## config.mk

```make
export PLATFORM = sky130hd
export DESIGN_NAME = eight_bit_restoring_divider
export DESIGN_NICKNAME = d
export VERILOG_FILES = /design/src/rtl/eight_bit_restoring_divider.sv
export SDC_FILE = /design/constraint.sdc
export NUM_CORES = 1
export LEC_CHECK = 0
export ABC_AREA = 1
export CORE_MARGIN = 2
export CORE_UTILIZATION = 25
export CTS_CLUSTER_DIAMETER = 30
export DETAILED_ROUTE_END_ITERATION = 16
export GPL_TIMING_DRIVEN = 1
export SYNTH_ARGS = -nofsm -noshare
export SYNTH_HDL_FRONTEND = slang
export SYNTH_SLANG_ARGS = --single-unit
```

## constraint.sdc

```tcl
create_clock -name clk -period 1.9 [get_ports clk]
set_clock_uncertainty 0.05 [all_clocks]
set_input_delay 0.38 -clock clk [delete_from_list [all_inputs] [get_ports clk]]
set_output_delay 0.38 -clock clk [all_outputs]
set_load 0.01 [all_outputs]
```

## src/rtl/eight_bit_restoring_divider.sv

```systemverilog
// eight_bit_restoring_divider
//
// Sequential 8-bit unsigned divider using restoring shift-subtract. It
// retires one quotient bit per clock. Each trial subtraction is formed as
// shifted + ~D + 1 and is evaluated with generate/propagate look-ahead
// carries, which is the same arithmetic as the 8-bit look-ahead adder.
//
// Ports:
//   clk          rising-edge clock
//   rst_n        asynchronous, active-low reset
//   start        request; sampled only while idle
//   dividend     unsigned dividend, sampled together with start
//   divisor      unsigned divisor, sampled together with start
//   quotient     registered quotient of the last completed operation
//   remainder    registered remainder of the last completed operation
//   busy         high whenever the divider is not idle
//   done         one-cycle pulse; results are valid while it is high
//   div_by_zero  registered flag; set when the last operation had divisor 0

module eight_bit_restoring_divider (
  input  logic       clk,
  input  logic       rst_n,
  input  logic       start,
  input  logic [7:0] dividend,
  input  logic [7:0] divisor,
  output logic [7:0] quotient,
  output logic [7:0] remainder,
  output logic       busy,
  output logic       done,
  output logic       div_by_zero
);

  typedef enum logic [1:0] {
    IDLE = 2'd0,
    CALC = 2'd1,
    DONE = 2'd2
  } state_t;

  state_t     state;
  state_t     state_next;
  logic [2:0] cnt;
  logic [7:0] d_reg;
  logic [7:0] q_reg;
  logic [7:0] r_reg;

  logic [8:0] shifted;
  logic [8:0] trial;
  logic       no_borrow;
  logic [7:0] r_next;
  logic [7:0] q_next;

  // 9-bit carry look-ahead adder. Each carry is the flattened sum-of-products
  // of generates and propagates, so no carry waits on its neighbour.
  // The result is returned as {carry_out, sum[8:0]}.
  function automatic logic [9:0] cla9(input logic [8:0] a,
                                      input logic [8:0] b,
                                      input logic       cin);
    logic [8:0] g;
    logic [8:0] p;
    logic [9:0] c;
    logic [8:0] s;
    logic       acc;
    logic       pp;
    g    = a & b;
    p    = a ^ b;
    c    = '0;
    c[0] = cin;
    for (int i = 0; i < 9; i++) begin
      acc = 1'b0;
      pp  = 1'b1;
      for (int j = i; j >= 0; j--) begin
        acc = acc | (pp & g[j]);
        pp  = pp & p[j];
      end
      c[i+1] = acc | (pp & cin);
    end
    s = p ^ c[8:0];
    return {c[9], s};
  endfunction

  // One restoring iteration. The partial remainder takes in the next
  // dividend bit. Then the divisor is trial-subtracted. A carry out of the
  // 9-bit add means the subtraction did not borrow, so the difference is
  // kept and the quotient bit is 1. Otherwise the shifted value is restored.
  always_comb begin
    logic [9:0] sum;
    shifted   = {r_reg, q_reg[7]};
    sum       = cla9(shifted, {1'b1, ~d_reg}, 1'b1);
    trial     = sum[8:0];
    no_borrow = sum[9];
    if (no_borrow) begin
      r_next = trial[7:0];
      q_next = {q_reg[6:0], 1'b1};
    end else begin
      r_next = shifted[7:0];
      q_next = {q_reg[6:0], 1'b0};
    end
  end

  // State register. Reset forces the FSM back to idle at any time and
  // abandons whatever operation is in flight.
  always_ff @(posedge clk or negedge rst_n) begin
    if (!rst_n) begin
      state <= IDLE;
    end else begin
      state <= state_next;
    end
  end

  // Next-state logic and the status outputs. A zero divisor skips the
  // iteration phase and goes straight to the result cycle.
  always_comb begin
    state_next = state;
    busy       = 1'b0;
    done       = 1'b0;
    case (state)
      IDLE: begin
        if (start) begin
          state_next = (divisor == 8'd0) ? DONE : CALC;
        end
      end
      CALC: begin
        busy = 1'b1;
        if (cnt == 3'd7) begin
          state_next = DONE;
        end
      end
      DONE: begin
        busy       = 1'b1;
        done       = 1'b1;
        state_next = IDLE;
      end
      default: begin
        state_next = IDLE;
      end
    endcase
  end

  // Datapath and result registers. Operands are captured only on an
  // accepted start. The visible results change only when the FSM enters
  // DONE, so they stay stable between operations.
  always_ff @(posedge clk or negedge rst_n) begin
    if (!rst_n) begin
      cnt         <= 3'd0;
      d_reg       <= 8'd0;
      q_reg       <= 8'd0;
      r_reg       <= 8'd0;
      quotient    <= 8'd0;
      remainder   <= 8'd0;
      div_by_zero <= 1'b0;
    end else begin
      case (state)
        IDLE: begin
          if (start) begin
            if (divisor != 8'd0) begin
              d_reg <= divisor;
              q_reg <= dividend;
              r_reg <= 8'd0;
              cnt   <= 3'd0;
            end else begin
              quotient    <= 8'hFF;
              remainder   <= dividend;
              div_by_zero <= 1'b1;
            end
          end
        end
        CALC: begin
          r_reg <= r_next;
          q_reg <= q_next;
          cnt   <= cnt + 3'd1;
          if (cnt == 3'd7) begin
            quotient    <= q_next;
            remainder   <= r_next;
            div_by_zero <= 1'b0;
          end
        end
        default: begin
        end
      endcase
    end
  end

endmodule

```

; After elaboration in Yosys (flattened, before gate mapping)
; Index checks and enable logic that the tools add are counted.
[word_totals]
word_cells = 153
in_bits = 19
reg_bits = 46
[op_classes]
mux = 29
n_addsub = 1
n_eq_ne = 7
n_reduce_logical = 9
bitwise = 99
[op_table]
columns = cell, n
row1 = $mux W8, 11
row2 = $pmux W8 S2, 4
row3 = $and A1 B1 Y1, 58
row4 = $or A1 B1 Y1, 37
row5 = $and A9 B9 Y9, 1
row6 = $xor A9 B9 Y9, 1
row7 = $logic_not A8 Y1, 1
row8 = $ne A2 B2 Y1 const B, 4
row9 = $not A8 Y8, 1
row10 = $reduce_bool A8 Y1, 1
row11 = $xor A8 B8 Y8, 1
row12 = $mux W1, 6
row13 = $mux W2, 3
row14 = $mux W3, 2
row15 = $pmux W3 S2, 1
row16 = $reduce_and A3 Y1, 2
row17 = $pmux W2 S2, 1
row18 = $reduce_and A4 Y1, 1
row19 = $add A3 B1 Y3 const B, 1
row20 = $eq A3 B3 Y1 const B, 1
row21 = $eq A2 B1 Y1 const B, 1
row22 = $eq A2 B2 Y1 const B, 1
row23 = $logic_not A2 Y1, 1
row24 = $pmux W1 S2, 1
row25 = 3 further kinds, 3

; Logic depth before layout (Yosys ltp)
[logic_depth]
depth_word = 15
ltp_mapped = 15
depth_no_buf = 14

; Worst setup path before layout
; No wires, ideal clock.
[synth_path]
kind = reg-to-reg
from = register state[0]
to = register remainder[0]
t_required_ns = 1.737
period_less_slack_ns = 1.801
t_arrival_ns = 1.638
setup_slack_ns = 0.099
path_stages_with_launch = 13
n_path_buf = 1
cell_sequence = dfrtp_1 > inv_1 > ha_1 > inv_1 > or2_1 > o21ai_0 > inv_1 > nand2_1 > inv_2 > buf_4 > or2_0 > nand2_1 > inv_1
[synth_between]
elab_chain_len = 3
word_cells_on_any_way = 8
[synth_rtl]
columns = item, line
row1 = start: declaration, 39  ; state_t state;
row2 = start signal: assignment, 106  ; state <= state_next;
row3 = $eq A2 B1 Y1 or $logic_not A2 Y1 (tied branches), 152  ; case (state)
row4 = $ne A2 B2 Y1 (no source line) or $reduce_bool A2 Y1 (tied branches), --
row5 = $reduce_and A4 Y1 (no source line), --
row6 = end signal: assignment, 162  ; remainder <= dividend;
row7 = end signal: assignment, 173  ; remainder <= r_next;
row8 = end: declaration, 27  ; output logic [7:0] remainder,
; Parallel ways exist; a longest one is shown, timed or not.
; A chain may end at the register's enable or synchronous reset.

; Worst setup path in the final report
[layout_path]
from = register r_reg[3]
to = register remainder[4]
[layout_between]
elab_chain_len = 11
word_cells_on_any_way = 22
[layout_rtl]
columns = item, line
row1 = start: declaration, 44  ; logic [7:0] r_reg;
row2 = start signal: assignment, 168  ; r_reg <= r_next;
row3 = $and A9 B9 Y9 or $xor A9 B9 Y9 (tied branches), "64, 65"
row4 = "$and A1 B1 Y1, on equally long branches", "72, 73"
row5 = "$or A1 B1 Y1, or another cell as far along (3 in a row)", 72  ; acc = acc | (pp & g[j]);
row6 = $or A1 B1 Y1 or $and A1 B1 Y1 (tied branches), 72
row7 = $or A1 B1 Y1, 72
row8 = $or A1 B1 Y1, 75  ; c[i+1] = acc | (pp & cin);
row9 = $mux W8 (*), 91  ; if (no_borrow) begin
row10 = $mux W8 (*), 171  ; if (cnt == 3'd7) begin
row11 = $pmux W8 S2 (*), 152
; Mark *: on every way between the ends. The rest lies on a longest branch, timed or not. The select of a mux whose other input is x is not followed.

==> results.rst <==
.. list-table::
   :header-rows: 1

   * - Metric
     - Value
   * - Routed metal-1 wirelength
     - ~3300 um
   * - Remaining global-route overflow
     - 0
   * - Total number of H-tree levels
     - 2
   * - Comb pwr share
     - 0.653
   * - WP data required
     - approximately 2100 ps
   * - Mean area per synthesized cell
     - 7.71 um2
   * - Antenna fix cells
     - 0
   * - Critical-path cell list
     - ha_4 -> nand3_1 -> nor2_1 -> nor2_2 -> nand2_2 -> nand2_2 -> nand2_4 -> nand2_8 -> buf_4 -> nand3_1 -> nand3_1 -> nand2_1 -> inv_1
   * - Clock tree from TritonCTS
     - built
   * - Num ports
     - 38
   * - PwrDens
     - around 1700 nW/um2
   * - Pin count of the biggest net entering global routing
     - 47
   * - # hold bufs at CTS
     - 0
   * - Remaining number of nets flagged by the antenna check after routing
     - 0
   * - Routed length per instance
     - around 12 um
   * - Post-synthesis cell type with the largest combined area
     - dfrtp_1
   * - Number of distinct library cell variants in the gate-level netlist after synthesis
     - 29
   * - CP Capture Type
     - flip-flop
   * - Root buf cell
     - clkbuf_8
   * - WP buf/inv
     - 2
   * - Sw Pwr
     - approximately 2.9 mW
   * - Number of synthesized flops with an enable pin
     - 0
   * - Violated checks
     - setup timing
   * - RSZ-0062 raised after global routing
     - true
   * - Area contributors post-synth
     - dfrtp_1 43%, nand2_1 14%, inv_1 7.3%
   * - Relative contribution of the clock network to total power
     - 0.099
   * - Clock latency on the worst-skew pair
     - approximately 320 ps
   * - Minimum period implied by the final worst setup slack
     - 1950 ps
   * - Worst slew margin relative to its limit
     - 0.587
   * - Count of final setup violators
     - 16
   * - Top_reg_cell synth
     - dfrtp_1
   * - Wire length of the first global-routing pass
     - around 11,000 um
   * - Slowest-stage cell, CP
     - dfrtp_2
   * - CP delay by family, top
     - simple AND/OR/NAND/NOR gates
   * - Number of warnings printed during yosys synthesis
     - 0
   * - Max Root-Sink Buffers
     - 2
   * - Area Growth Syn to Fin
     - 42.9%
   * - Final cell utilization of the core
     - 0.369
   * - Fin nets
     - 465
   * - Total routed wirelength
     - ~7000 um
   * - Leakage component of the power
     - ~1.9 nW
   * - DRC violation total after the first TritonRoute iteration
     - 174
   * - FF+latch count, synth
     - 46
   * - Die Area
     - between 10,000 and 15,000 um2
   * - Crit path DAT
     - about 2100 ps
   * - DRC violation count after routing
     - 0
   * - Startpoint types
     - flip-flop
   * - F_max
     - just over 500 MHz
   * - Placed Cells incl. Taps
     - approximately 550
   * - Via count of the first global-routing pass
     - ~2,400
   * - Initial antenna violation count
     - 0
   * - Share of total power in sequential cells
     - 0.248
   * - Sequential fraction of the synthesis area
     - 0.431
   * - GRT Util Overall
     - 0.124
   * - Pins Over Slew Limit
     - 0
   * - Setup ws final
     - -52.4 ps
   * - Commonest cells in the netlist
     - 98 x nand2_1, 52 x inv_1, 46 x dfrtp_1
   * - Worst Hold Class
     - primary input to async pin
   * - Via Count
     - 2,483
   * - Count of maximum capacitance violations
     - 0
   * - Vias per std cell
     - about 4.4
   * - Final Instance Count excl. Fillers
     - 569
   * - Amount of wire on met3 after detailed routing
     - between 200 and 300 um
   * - Delay of the slowest cell on the worst path
     - 450 ps
   * - Internal Power
     - ~3.6 mW
   * - Top cell by count, worst path
     - nand3_1
   * - Switching share of power
     - 0.448
   * - Chip Height
     - 107 um
   * - Number of sinks handled by clock tree synthesis
     - 46
   * - Ratio of cells with drive above 1 in the final layout
     - 0.252
   * - Outcome
     - finished with violations
   * - Number of buffers created by CTS
     - 5
   * - Pre-CTS WS
     - -232 ps
   * - Post-synth net total
     - 379
   * - Area share of the leading cell type in the synthesized netlist
     - 0.431
   * - Initial core utilization
     - 0.259
   * - Ratio of final minimum period to clock period
     - 1.03
   * - Final HPWL from detailed placement
     - ~5000 um
   * - Mapped cell area
     - about 2700 um2
   * - Total met2 wirelength after detailed routing
     - 3310 um
   * - Number of hold violations in the final report
     - 0
   * - Worst VDD drop
     - approximately 0.65 mV
   * - Async set or reset register ratio after synthesis
     - 1.00
   * - Placement Rows
     - 37
   * - Clock-pin slew on the worst setup and hold paths
     - 100 ps
   * - Count of TritonRoute iterations in the first routing pass
     - 6
   * - Width of the die
     - 107 um
   * - Slew at the pin closest to its max-slew limit
     - around 620 ps
   * - Count of port buffers added during placement
     - 37
   * - Most instantiated library cell after synthesis
     - nand2_1
   * - Largest driver fanout on the critical path
     - 5
   * - Max layer used
     - met4
   * - Core area
     - approximately 10,000 um2
   * - Cells after synthesis
     - 346
   * - Gpl congestion
     - approximately 0.84
   * - Crit Path Class
     - flip-flop to flip-flop
## logic make-up (layout without fill, tap and decap cells)
kind of cell	count (synthesis)	after routing	share of synthesized area
compound gates	48	48	0.0961
xor+xnor	5	5	0.0164
fa+ha+maj	14	14	0.0656
simple gates	166	168	0.278
buf+inv	67	152	0.112
flops	46	46	0.431
## cell usage in the layout, fill, tap and decap left out, drive strengths merged, types with 10 or more instances in the layout
master | Yosys | routed
a21oi | 10 | 10
ha | 14 | 14
dfrtp | 46 | 46
buf | 5 | 54
inv | 54 | 55
nor2 | 19 | 20
o21ai | 27 | 27
clkdlybuf4s50 | 0 | 34
nand3 | 29 | 29
nand2 | 104 | 105
## power by group through the flow
stage               clock network (mW)  registers [mW]  logic, mW
detailed placement                   0            1.63       3.58
global route                     0.708            1.68       4.76
floorplan                            0            1.63       2.17
CTS                              0.670            1.63       4.09
finish                           0.651            1.63       4.30
global placement                     0            1.63       3.51
## final timing paths
path	cells after the start	to	slack (ps)	startpoint
worst min register to register	2	cnt[1]	440	cnt[1]
worst max-delay path	13	remainder[4]	-50	r_reg[3]
worst min-delay path	2	remainder[3]	100	rst_n
min in group clk	2	cnt[1]	440	cnt[1]
max in group asynchronous	2	r_reg[3]	1260	rst_n
worst max register to register	13	remainder[4]	-50	r_reg[3]
## metrics by stage
| stage | instance area, um2 | TNS, ps | power, mW | hold WS, ps |
|---|---|---|---|---|
| after floorplan | 2670 | 0 | 3.80 | 34.4 |
| after global placement | 3460 | -2810 | 5.14 | 417 |
| after detailed placement | 3460 | -3390 | 5.21 | 428 |
| after CTS | 3720 | 0 | 6.39 | 134 |
| after global routing | 3810 | -2370 | 7.15 | 162 |
| final | 3810 | -460 | 6.59 | 104 |
## layer usage
layer | track usage | vias to the layer above
met2 | 0.198 | 58
li1 | - | 1263
met5 | 0 | -
met4 | 0.0399 | 0
met1 | 0.169 | 1158
met3 | 0.0248 | 4
## area by class of cell
class	count	area (um2)
fillers	1066	6510
multi-input cells	235	1420
flip-flops and latches	46	1150
repair buffers	90	773
inverters	54	208
well taps	136	170
clock buffers	5	68.8
clock inverters	3	25.0
## worst reg2reg max path: cells and delay by family, from the launching register on
kind          cells  cell delay, ps
flops             1             450
buf+inv           2             190
simple gates     10             860
fa+ha+maj         1             310
## repair_timing
item,4_1_cts,5_1_grt
endpoints found under the setup margin,19,23
buffers inserted,6,2
gates cloned,2,0
gates resized for setup,18,21
pin swaps,6,17
Note: power is estimated with default switching activity, not from simulation.
